--- src/rtl/pwm_fade_ctrl.sv ---
// Command front-end for the pwm block: accepts SET_TOP / SET_CMP / RESTART / FADE commands
// and drives the pwm d/sel programming bus. Fades move cmp one step per pwm period.
module pwm_fade_ctrl #(
    parameter int W = 16
) (
    input  logic         clk,
    input  logic         nrst,
    input  logic         cmd_valid,
    output logic         cmd_ready,
    input  logic [1:0]   cmd_op,
    input  logic [W-1:0] cmd_data,
    input  logic [W-1:0] cmd_step,
    input  logic [W-1:0] pwm_cnt,
    output logic [W-1:0] d,
    output logic [1:0]   sel,
    output logic [W-1:0] cur_cmp,
    output logic [W-1:0] cur_top,
    output logic         busy
);

    typedef enum logic [1:0] {
        IDLE,
        WRITE,
        FADE_WAIT,
        FADE_WRITE
    } state_t;

    state_t       state;
    state_t       state_nx;
    logic [W-1:0] target;
    logic [W-1:0] target_nx;
    logic [W-1:0] step;
    logic [W-1:0] step_nx;
    logic [W-1:0] prev_cnt;
    logic [W-1:0] d_nx;
    logic [W-1:0] cur_cmp_nx;
    logic [W-1:0] cur_top_nx;
    logic [W-1:0] fade_next;
    logic [1:0]   sel_nx;
    logic         busy_nx;
    logic         wrap;
    logic         up;
    logic [W:0]   gap;

    assign wrap = (pwm_cnt == '0) && (prev_cnt != '0);

    // Distance to target is taken one bit wider, so the step never over/undershoots.
    always_comb begin
        up  = (target >= cur_cmp);
        gap = up ? ({1'b0, target} - {1'b0, cur_cmp})
                 : ({1'b0, cur_cmp} - {1'b0, target});
        if (gap <= {1'b0, step}) begin
            fade_next = target;
        end else if (up) begin
            fade_next = cur_cmp + step;
        end else begin
            fade_next = cur_cmp - step;
        end
    end

    // Writes are registered at the accept edge, so WRITE is the cycle the pulse is visible.
    always_comb begin
        state_nx   = state;
        sel_nx     = '0;
        d_nx       = d;
        cur_cmp_nx = cur_cmp;
        cur_top_nx = cur_top;
        target_nx  = target;
        step_nx    = step;
        busy_nx    = busy;
        unique case (state)
            IDLE: begin
                if (cmd_valid) begin
                    unique case (cmd_op)
                        2'd0: begin
                            sel_nx     = 2'd2;
                            d_nx       = cmd_data;
                            cur_top_nx = cmd_data;
                            state_nx   = WRITE;
                        end
                        2'd1: begin
                            sel_nx     = 2'd1;
                            d_nx       = cmd_data;
                            cur_cmp_nx = cmd_data;
                            state_nx   = WRITE;
                        end
                        2'd3: begin
                            sel_nx   = 2'd3;
                            d_nx     = cmd_data;
                            state_nx = WRITE;
                        end
                        default: begin
                            target_nx = cmd_data;
                            step_nx   = (cmd_step == '0) ? W'(1) : cmd_step;
                            if (cmd_data != cur_cmp) begin
                                busy_nx  = 1'b1;
                                state_nx = FADE_WAIT;
                            end
                        end
                    endcase
                end
            end
            WRITE: begin
                state_nx = IDLE;
            end
            FADE_WAIT: begin
                if (wrap) begin
                    state_nx = FADE_WRITE;
                end
            end
            FADE_WRITE: begin
                sel_nx     = 2'd1;
                d_nx       = fade_next;
                cur_cmp_nx = fade_next;
                if (fade_next == target) begin
                    busy_nx  = 1'b0;
                    state_nx = IDLE;
                end else begin
                    state_nx = FADE_WAIT;
                end
            end
            default: begin
                state_nx = IDLE;
            end
        endcase
    end

    always_ff @(posedge clk or negedge nrst) begin
        if (!nrst) begin
            state     <= IDLE;
            cmd_ready <= 1'b1;
            sel       <= '0;
            d         <= '0;
            cur_cmp   <= '0;
            cur_top   <= '0;
            target    <= '0;
            step      <= '0;
            busy      <= 1'b0;
            prev_cnt  <= '0;
        end else begin
            state     <= state_nx;
            cmd_ready <= (state_nx == IDLE);
            sel       <= sel_nx;
            d         <= d_nx;
            cur_cmp   <= cur_cmp_nx;
            cur_top   <= cur_top_nx;
            target    <= target_nx;
            step      <= step_nx;
            busy      <= busy_nx;
            prev_cnt  <= pwm_cnt;
        end
    end

endmodule

--- config.mk ---
export PLATFORM = sky130hd
export DESIGN_NAME = pwm_fade_ctrl
export DESIGN_NICKNAME = d
export VERILOG_FILES = /design/src/rtl/pwm_fade_ctrl.sv
export SDC_FILE = /design/constraint.sdc
export NUM_CORES = 1
export LEC_CHECK = 0
export CORE_UTILIZATION = 52
export DETAILED_ROUTE_END_ITERATION = 10
export PLACE_DENSITY = 0.81
export SYNTH_ARGS = -nofsm -noshare
export SYNTH_HDL_FRONTEND = slang
export SYNTH_SLANG_ARGS = --single-unit
--- constraint.sdc ---
create_clock -name clk -period 14.3 [get_ports clk]
set_input_delay 2.145 -clock clk [delete_from_list [all_inputs] [get_ports clk]]
set_output_delay 2.145 -clock clk [all_outputs]
set_load 0.03 [all_outputs]
### Word level (Yosys, flattened, before mapping)

Cells that the tools add are included.
Widths: inputs -> output; s select.

| word-level totals | value |
|---|---|
| output and inout bits | 52 |
| input port bits | 53 |
| register bits | 102 |

| cells by class | value |
|---|---|
| reduce and logical (&&, ||, !) cells | 14 |
| add/sub/neg operators | 4 |
| equal/unequal tests | 13 |
| order comparisons | 2 |
| muxes and demuxes | 24 |
| bitwise logic cells | 1 |

Operators by type and width:

| cell | number |
|---|---|
| $mux 16 | 7 |
| $pmux 16 s2 | 2 |
| $sub 16x16->17 | 2 |
| $logic_not 16->1 | 2 |
| $le 17x16->1 | 1 |
| $mux 17 | 1 |
| $add 16x16->16 | 1 |
| $eq 16x16->1 | 1 |
| $ge 16x16->1 | 1 |
| $ne 16x16->1 | 1 |
| $reduce_bool 16->1 | 1 |
| $sub 16x16->16 | 1 |
| $mux 2 | 6 |
| $reduce_and 3->1 | 4 |
| $ne 2x2->1 const B | 5 |
| $pmux 2 s4 | 1 |
| $eq 2x2->1 const B | 3 |
| $logic_not 2->1 | 3 |
| $pmux 2 s3 | 1 |
| $reduce_and 5->1 | 1 |
| $eq 2x1->1 const B | 2 |
| $mux 1 | 4 |
| $pmux 2 s2 | 1 |
| $reduce_or 3->1 | 1 |
| 5 further kinds | 5 |

### Depth between registers and ports, before layout

Gate-level depths: netlist of the first run.

| logic depth | value |
|---|---|
| depth in word-level cells | 8 |
| depth in mapped cells | 25 |

### Worst setup path after synthesis of the first run

No wires, ideal clock.

| path | value |
|---|---|
| path kind | register to register |
| start | register cur_cmp[1] |
| end | register busy |
| required time | 14,162 ps |
| clock period less this slack | 5,005 ps |
| arrival time | 4,866 ps |
| library setup time | 138 ps |
| setup slack | 9,295 ps |
| stages on the path, launching flop included | 21 |
| buffers on the path | 2 |
| cell sequence | dfrtp_1 -> inv_1 -> ha_1 -> nor2b_1 -> o21bai_1 -> a2111o_1 -> and3_1 -> buf_2 -> clkbuf_1 -> o21ai_0 -> inv_1 -> fa_1 -> nand2b_1 -> a211oi_1 -> o21ai_1 -> a31oi_1 -> xnor2_1 -> or3_1 -> nand4bb_1 -> o31ai_1 -> a31oi_1 |

| between the ends | value |
|---|---|
| longest elaborated chain between the ends | 7 |
| elaborated cells on any way between the ends | 14 |
| classes of those cells | add/sub (4); order compare (2); eq/ne (4); mux (3); reduce/logical (1) |

Ends and longest elaborated chain:

| item | RTL line | text |
|---|---|---|
| start, declared | 16 | `output logic [W-1:0] cur_cmp,` |
| start signal, assigned | 145 | `cur_cmp <= cur_cmp_nx;` |
| $sub 16x16->17, or another cell as far along | 51 | `: ({1'b0, cur_cmp} - {1'b0, target});` |
| $mux 17 | 50 | `gap = up ? ({1'b0, target} - {1'b0, cur_cmp})` |
| $le 17x16->1 | 52 | `if (gap <= {1'b0, step}) begin` |
| $mux 16 | 52 |  |
| $eq 16x16->1 | 115 | `if (fade_next == target) begin` |
| $ne 2x2->1 (no line) | -- |  |
| $reduce_and 5->1 (no line) (*) | -- |  |
| end signal, assigned | 149 | `busy <= busy_nx;` |
| end, declared | 18 | `output logic busy` |

Mark *: on every way between the ends. The rest lies on a longest branch, timed or not.
A chain may end at the register's enable or synchronous reset.

### Worst setup path in the final report of the first run

| path | value |
|---|---|
| start | register cur_cmp[4] |
| end | register d[11] |

| between the ends | value |
|---|---|
| longest elaborated chain between the ends | 5 |
| elaborated cells on any way between the ends | 10 |
| classes of those cells | add/sub (4); order compare (2); mux (4) |

Ends and longest elaborated chain:

| item | RTL line | text |
|---|---|---|
| $sub 16x16->17, or another cell as far along | 51 |  |
| $mux 17 | 50 |  |
| $le 17x16->1 | 52 |  |
| $mux 16 (*) | 52 |  |
| $pmux 16 s2 (*) | 71 | `unique case (state)` |
| end signal, assigned | 144 | `d <= d_nx;` |
| end, declared | 14 | `output logic [W-1:0] d,` |

Marks and branches as above.

==> impl_metrics.toml, run 1 <==
[die]
num_rows = 44
die_h_um = 124
fp.dieW_um = 124
fp.coreArea_um2 = 14600
initial_core_util_pct = 53.4
die_area_um2 = 15500
boundaryPins = 105

[routing]
drtAntennaViolNets = 0
drc_errors = 0
vias = 6717
routedWlPerCell_um = 19.8
wl_met1_um = 9680
dr.pass1.iters = 7
avgViaCountPerCell = 6.00
drt-total-wl_um = 22200
drt-initial-drc-count = 547
wl_met3_um = 1400
wl_met2_um = 10500
top_layer = "met5"

[cells_and_area]
syn2layout_area_growth_pct = 18.6
diodes = 0
fill_cells = 1193
final_area_um2 = 9240
seq_area_um2 = 2550
nets = 1057
drive_gt1_share_pct = 9.29
multi_input_area_um2 = 4820

[clock_tree]
cts_hold_buf = 0
root_buffer = "clkbuf_16"
cts_resized = 0
path_clk_slew_ns = 0.08
cts_tree = "yes"
cts_setup_buffers = 0
clk_latency_ns = 0.37
cts_sinks = 102
clockBufferDepth = 2
cts_buffers = 9
htree_levels = 3

[logic_synthesis]
syn-cell-area_um2 = 7790
synthesis.instances = 847
synth_most_common_cell = "dfrtp_1"
ys_seq_area_share_pct = 32.8
synth_common_cells = "dfrtp_1, nand2_1, ha_1, inv_1, o21ai_0"
syn_nets = 973
synth_top_area_share_pct = 32.4
synth_top_cell_by_area = "dfrtp_1"
ys_ff_latch = 102
synth_ff_type = "dfrtp_1"
async_flop_share_pct = 100
synth.area.top_cells = "dfrtp_1, ha_1, mux2_2"
synth_warnings = 0
yosysUniqueCellTypes = 66
avgSynthCellArea_um2 = 9.20
synth_edf_count = 0

[run]
cap_viol_max_count = 0

[placement]
hpwl_um = 17100
dpl-instance-area_um2 = 8910
gp_congestion = 0.976
io_buffers = 104

[setup_path]
crit_path_end_kind = "register"
slowest_delay_ns = 0.54
crit_type = "reg -> reg"
worstPathArrival_ns = 6.43
cpMaxStageDelayCell = "a211oi_1"
crit_top_cell = "o21ai_0"
cp_data_required_time_ns = 14.58
worstPathCellList = "inv_1 > ha_1 > nand3_1 > o21bai_1 > a2111o_1 > nand3_4 > mux2_2 > a211oi_1 > o21ai_0 > o21ai_0 > xnor2_1 > ha_1 > a21o_1 > a21oi_1 > o21ai_0 > o21ai_0 > o21ai_0 > o22a_1 > buf_4 > mux2_2 > o21ai_0"
worstPathMaxFanout = 26
critPathLaunchType = "register"

[sta]
tightest_slew_ns = 1.03
relSlewSlack_pct = 30.8
period_needed_ns = 6.15
period_share_pct = 43.0
fmax_ghz = 0.163
worst_hold_slack_ns = 0.491
grt_setup_unrepaired = "false"
final-hold-violation-count = 0
maxSlewViolCount = 0
skew_ns = 0.00785
finalSetupViolations = 0
tns_ns = 0

[grt]
grt_remaining_overflow = 0
antenna_found_initial = 1
grt_pass1_wl_um = 35900
grt_start_max_net_pins = 65
grt_pass1_vias = 6673
grt_usage_pct = 29.7

[outcome]
outcome = "finished, final reports clean"

[min_path]
holdCritPathClass = "reg -> reg"
## state kept, by name (all words and copies together), names as in the netlist
| signal | cells |
|---|---|
| step | 16 |
| sel | 2 |
| target | 16 |
| cur_cmp | 16 |
| cur_top | 16 |
| cmd_ready | 1 |
| state | 2 |
| prev_cnt | 16 |
| busy | 1 |
| d | 16 |
## worst paths after layout
| check | startpoint | endpoint | slack, ns | depth (start not counted) |
|---|---|---|---|---|
| setup / recovery | cur_cmp[4] | d[11] | 8.15 | 21 |
| hold / removal | d[2] | d[2] | 0.49 | 2 |
| setup reg to reg | cur_cmp[4] | d[11] | 8.15 | 21 |
| hold reg to reg | d[2] | d[2] | 0.49 | 2 |
| max in group asynchronous | nrst | cur_top[12] | 11.33 | 2 |
| min in group asynchronous | nrst | step[1] | 1.74 | 1 |
## area by class of cell
class,instances,area share (%)
multi-input cells,646,52.1
inverters,63,2.56
repair buffers,109,11.6
well taps,184,2.49
clock inverters,7,1.08
clock buffers,9,2.44
flip-flops and latches,102,27.6
## stage by stage
step / setup slack [ns] / util (%) / std cells
after floorplan: 9.30 / - / 847
after global placement: 8.47 / 61.1 / 1104
after detailed placement: 8.28 / 61.1 / 1104
after CTS: 8.23 / 63.3 / 1120
after global routing: 7.67 / 63.3 / 1120
final: 8.15 / 63.3 / 1120
## cells by family (layout without fill, tap and decap cells)
| group | after synthesis | after routing | synth area share [%] |
|---|---|---|---|
| compound gates | 220 | 220 | 17.8 |
| xor+xnor | 76 | 76 | 8.90 |
| fa+ha+maj | 73 | 73 | 12.0 |
| buf+inv | 99 | 188 | 5.38 |
| flops | 102 | 102 | 32.8 |
| mux | 71 | 71 | 10.1 |
| simple gates | 206 | 206 | 13.0 |
## layer usage
layer | global-route usage [%] | vias to the layer above
li1 | - | 3182
met1 | 38.1 | 3286
met2 | 48.5 | 206
met3 | 6.96 | 41
met4 | 11.0 | 2
met5 | 0 | -
## layout by cell type, fill, tap and decap left out, types with 28 or more instances in the layout
master | synthesis | final
dfrtp_1 | 101 | 101
nand2_1 | 76 | 76
nor2_1 | 41 | 41
xnor2_1 | 46 | 46
o21ai_0 | 57 | 57
a21oi_1 | 53 | 53
ha_1 | 70 | 70
xor2_1 | 28 | 28
mux2_2 | 56 | 56
inv_1 | 63 | 63
clkdlybuf4s50_1 | 0 | 103
## critical path, delay by kind of cell (launching register included)
kind	cells	cell delay, ns
xor gates and xnor gates	1	0.13
AOI/OAI and AO/OA	12	2.97
and+or+nand+nor	2	0.48
buffers and inverters	2	0.43
muxes	2	0.81
DFF	1	0.47
adders and majority gates	2	0.73
Power of run 1 is left out: the tool's default activity adds up to more than one toggle a clock period on the data nets, which glitch-free logic cannot reach.
==> run 2: changes to the inputs <==
--- a/config.mk
+++ b/config.mk
@@ -5,9 +5,9 @@
 export SDC_FILE = /design/constraint.sdc
 export NUM_CORES = 1
 export LEC_CHECK = 0
-export CORE_UTILIZATION = 52
+export CORE_UTILIZATION = 51
 export DETAILED_ROUTE_END_ITERATION = 10
-export PLACE_DENSITY = 0.81
+export PLACE_DENSITY = 0.83
 export SYNTH_ARGS = -nofsm -noshare
 export SYNTH_HDL_FRONTEND = slang
 export SYNTH_SLANG_ARGS = --single-unit
==> constraint.sdc (replaced) <==
create_clock -name clk -period 5.1 [get_ports clk]
set_input_delay 0.765 -clock clk [delete_from_list [all_inputs] [get_ports clk]]
set_output_delay 0.765 -clock clk [all_outputs]
set_load 0.03 [all_outputs]
==> impl_metrics.toml, run 2 (synthesized netlist as in run 1, its figures left out) <==
[outcome]
outcome = "finished, violations left"
violations = "design-rule violations"

[setup_path]
critPathLaunchType = "register"
worst-path-stages = 18
crit_path_end_kind = "register"
crit_top_cell = "o21ai_1"
worstPathCellList = "ha_4 > nand3_1 > o21bai_2 > a2111o_1 > and3_4 > buf_4 > o21ai_1 > inv_1 > fa_1 > nand2b_1 > a211oi_2 > o21ai_1 > nand2_1 > xnor3_1 > or3_1 > nand4bb_1 > o31ai_1 > a31oi_1"
worstPathMaxFanout = 6
rr_worst_depth = 18
worstPathArrival_ns = 5.10
slowest_delay_ns = 0.48
cpMaxStageDelayCell = "fa_1"
crit_type = "reg -> reg"
cp.buffers_inverters = 2
crit_family = "compound AO/OA/AOI/OAI gates"
cp_data_required_time_ns = 5.32

[sta]
period_share_pct = 95.8
final-hold-violation-count = 0
fmax_ghz = 0.205
tightest_slew_ns = 1.05
maxSlewViolCount = 0
relSlewSlack_pct = 29.9
period_needed_ns = 4.88
worst_hold_slack_ns = 0.486
skew_ns = 0.00635
finalSetupViolations = 0

[die]
fp.dieW_um = 126
boundaryPins = 105
fp.coreArea_um2 = 14700
die_area_um2 = 15800
initial_core_util_pct = 53.0
num_rows = 44
die_h_um = 126

[min_path]
hold_depth = 2
holdCritPathClass = "reg -> reg"

[routing]
drt-initial-drc-count = 549
drtAntennaViolNets = 0
drt-total-wl_um = 24100
avgViaCountPerCell = 5.96
routedWlPerCell_um = 20.7
dr.pass1.iters = 9
vias = 6936
drc_errors = 6

[clock_tree]
clockBufferDepth = 2
root_buffer = "clkbuf_16"
cts_buffers = 9
htree_levels = 3
path_clk_slew_ns = 0.08
cts_tree = "yes"
cts_sinks = 102
clk_latency_ns = 0.36

[grt]
grt_usage_pct = 30.6
grt_pass1_wl_um = 37100
grt_start_max_net_pins = 62
grt_pass1_vias = 6840
antenna_found_initial = 0
grt_remaining_overflow = 0

[cells_and_area]
fin_util_pct = 66.8
fill_cells = 1167
drive_gt1_share_pct = 16.6
final_area_um2 = 9830
multi_input_area_um2 = 5040
syn2layout_area_growth_pct = 26.2
final_common_cell = "clkdlybuf4s50_1"
final_cell_mix = "clkdlybuf4s50_1, dfrtp_1, nand2_1"
nets = 1100
diodes = 0
seq_area_um2 = 2560

[placement]
dpl-instance-area_um2 = 9200
gp_congestion = 0.932
io_buffers = 104
hpwl_um = 18000

[run]
cap_viol_max_count = 0
run 2: changes by cell type in the layout (fill, tap and decap cells not counted), moves of 3 or more:
| cell | previous run | this run |
|---|---|---|
| a211oi_1 | 10 | 7 |
| a211oi_2 | 0 | 3 |
| buf_4 | 6 | 44 |
| clkbuf_16 | 9 | 12 |
| ha_1 | 70 | 59 |
| ha_2 | 0 | 3 |
| ha_4 | 0 | 8 |
| mux2i_1 | 14 | 11 |
| mux2i_2 | 0 | 3 |
| o21ai_0 | 57 | 52 |
| o21ai_1 | 9 | 14 |
run 2: area by class of cell:
cell class                      instances  area share (%)
Multi-Input combinational cell        646            51.3
Sequential cell                       102            26.0
Timing Repair Buffer                  152            15.0
Inverter                               63            2.41
Tap cell                              184            2.34
Clock buffer                            9            2.29
Clock inverter                          7           0.637
run 2: final timing paths:
kind / from / to / slack, ns
hold reg to reg: d[2] / d[2] / 0.49
setup reg to reg: target[3] / busy / 0.22
max in group asynchronous: nrst / cmd_ready / 3.52
min in group asynchronous: nrst / step[1] / 0.50
hold / removal: d[2] / d[2] / 0.49
setup / recovery: target[3] / busy / 0.22
run 2: per-layer routing:
layer | vias up | global-route usage (%) | share of wire (%)
met4 | 0 | 12.0 | 3.3
li1 | 3269 | - | -
met3 | 54 | 4.62 | 5.7
met5 | - | 0 | 0
met1 | 3385 | 41.0 | 44
met2 | 228 | 49.6 | 47
run 2: repair_timing:
action | 4_1_cts | 5_1_grt
pin swaps | 0 | 18
endpoints found under the setup margin | 1 | 35
hold buffers | 0 | 0
cloned | 0 | 3
resized for setup | 2 | 44
buffers inserted | 0 | 5
run 2: worst reg2reg max path: stages, from the launching register on:
cell and delay, ns:
dfrtp_1 0.46, ha_4 0.31, nand3_1 0.11, o21bai_2 0.24
a2111o_1 0.44, and3_4 0.22, buf_4 0.16, o21ai_1 0.22
inv_1 0.13, fa_1 0.48, nand2b_1 0.21, a211oi_2 0.27
o21ai_1 0.22, nand2_1 0.16, xnor3_1 0.24, or3_1 0.35
nand4bb_1 0.20, o31ai_1 0.22, a31oi_1 0.11
run 2: metrics by stage:
step	worst slack, ns	setup TNS (ns)	std cells
after floorplan	0.0955	0	847
after global placement	0.0365	0	1139
after detailed placement	0.0113	0	1139
after CTS	0.0137	0	1155
after global routing	-0.0205	-0.0248	1163
final	0.216	0	1163
Power of run 2 is left out for the same reason.
==> run 3: changes to the inputs <==
--- a/config.mk
+++ b/config.mk
@@ -7,6 +7,7 @@
 export LEC_CHECK = 0
 export CORE_UTILIZATION = 51
 export DETAILED_ROUTE_END_ITERATION = 10
+export MAX_ROUTING_LAYER = met4
 export PLACE_DENSITY = 0.83
 export SYNTH_ARGS = -nofsm -noshare
 export SYNTH_HDL_FRONTEND = slang
==> impl_metrics.toml, run 3 (synthesized netlist as in run 1, its figures left out) <==
[setup_path]
rr_worst_depth = 18
r2r_end = "busy"
crit_path_end_kind = "register"
critPathLaunchType = "register"
crit_type = "reg -> reg"
cp_data_required_time_ns = 5.31
worstPathArrival_ns = 5.14
rrSetupSlack_ns = 0.17
rr_startpoint = "target[14]"
worstPathMaxFanout = 9

[grt]
grt_pass1_vias = 6890
grt_pass1_wl_um = 37700
grt_use_met2_pct = 52.1
antenna_found_initial = 0
grt_start_max_net_pins = 59
grt_usage_pct = 32.1
met3_usage_pct = 3.42
grtUsageMet1_pct = 41.1
busiest_layer = "met2"
grt_remaining_overflow = 0

[cells_and_area]
drive_gt1_share_pct = 15.6
diodes = 0
nets = 1103
final_common_cell = "clkdlybuf4s50_1"
stdcell_count = 1166
syn2layout_area_growth_pct = 25.1
final_cell_mix = "clkdlybuf4s50_1, dfrtp_1, nand2_1"
seq_area_um2 = 2550
multi_input_area_um2 = 4950
fill_cells = 1171

[sta]
skew_ns = 0.0127
finalSetupViolations = 0
fmax_ghz = 0.203
final-hold-violation-count = 0
period_share_pct = 96.6
relSlewSlack_pct = 30.5
tightest_slew_ns = 1.04
maxSlewViolCount = 0
period_needed_ns = 4.93

[routing]
drtAntennaViolNets = 0
dr.pass1.iters = 10
drt-initial-drc-count = 554
drt-total-wl_um = 24000
avgViaCountPerCell = 6.01
drc_errors = 6
vias = 7002
routedWlPerCell_um = 20.6

[clock_tree]
cts_buffers = 9
path_clk_slew_ns = 0.08
cts_tree = "yes"
clockBufferDepth = 2
clk_latency_ns = 0.37
cts_sinks = 102
root_buffer = "clkbuf_16"
cts_hold_buf = 0
htree_levels = 3

[die]
boundaryPins = 105
num_rows = 44
die_h_um = 126
fp.coreArea_um2 = 14700
fp.dieW_um = 126
initial_core_util_pct = 53.0
die_area_um2 = 15800

[placement]
io_buffers = 104
hpwl_um = 18200
gp_congestion = 0.961
dp.cells = 1144

[outcome]
outcome = "finished, violations left"
violations = "design-rule violations"

[min_path]
holdCritPathClass = "in -> async"

[run]
cap_viol_max_count = 0
run 3: cell types whose count changed in the layout (fill, tap and decap cells not counted), sizes merged:
| cell | change |
|---|---|
| inv | -1 |
| clkinv | -2 |
| clkinvlp | +2 |
| buf | +5 |
| clkbuf | -2 |
| bufinv | +1 |
run 3: layout make-up:
class                   count  area share [%]
inverters                  63            2.43
clock inverters             7           0.951
repair buffers            155            14.9
well taps                 184            2.36
clock buffers               9            2.31
multi-input cells         646            50.8
flip-flops and latches    102            26.2
run 3: worst max-delay path by stage:
| stage | start | to | slack [ns] | depth (start not counted) |
|---|---|---|---|---|
| final | target[14] | busy | 0.17 | 18 |
| after global routing | cur_cmp[2] | cur_cmp[15] | -0.02 | 23 |
| after CTS | target[2] | busy | 0.06 | 19 |
| after detailed placement | target[7] | busy | -0.19 | 19 |
| after global placement | target[7] | busy | -0.21 | 19 |
| after floorplan | cur_cmp[1] | busy | 0.1 | 20 |
run 3: layer usage:
layer | vias up | share of wire [%]
li1 | 3269 | -
met1 | 3425 | 44
met2 | 267 | 48
met3 | 41 | 5.1
met4 | 0 | 3.0
met5 | - | 0
run 3: critical path: stages, from the launching register on:
cell	delay (ns)
dfrtp_1	0.42
ha_1	0.45
nand4_1	0.23
a2111o_1	0.47
and3_4	0.21
buf_4	0.16
o21ai_1	0.19
inv_1	0.09
fa_1	0.43
nand2b_1	0.18
a211oi_1	0.24
buf_4	0.18
o21ai_2	0.11
a31oi_2	0.20
xnor2_1	0.16
or3_1	0.40
nand4bb_1	0.25
o31ai_4	0.27
a31oi_1	0.13
run 3: metrics by stage:
| stage | cell area (um^2) | hold slack, ns | TNS [ns] | worst slack [ns] | util, % |
|---|---|---|---|---|---|
| floorplan | 7790 | 0.469 | 0 | 0.0955 | - |
| global placement | 9230 | 0.465 | -0.207 | -0.207 | 62.8 |
| detailed placement | 9230 | 0.479 | -0.194 | -0.194 | 62.8 |
| CTS | 9570 | 0.493 | 0 | 0.0608 | 65.1 |
| global route | 9740 | 0.527 | -0.0650 | -0.0210 | 66.3 |
| finish | 9740 | 0.479 | 0 | 0.173 | 66.3 |
run 3: what timing repair did:
item,CTS,global route
setup buffers,0,5
pin swaps,0,7
endpoints found under the setup margin,1,35
gates cloned,0,1
resized for setup,6,22
Power of run 3 is left out for the same reason.
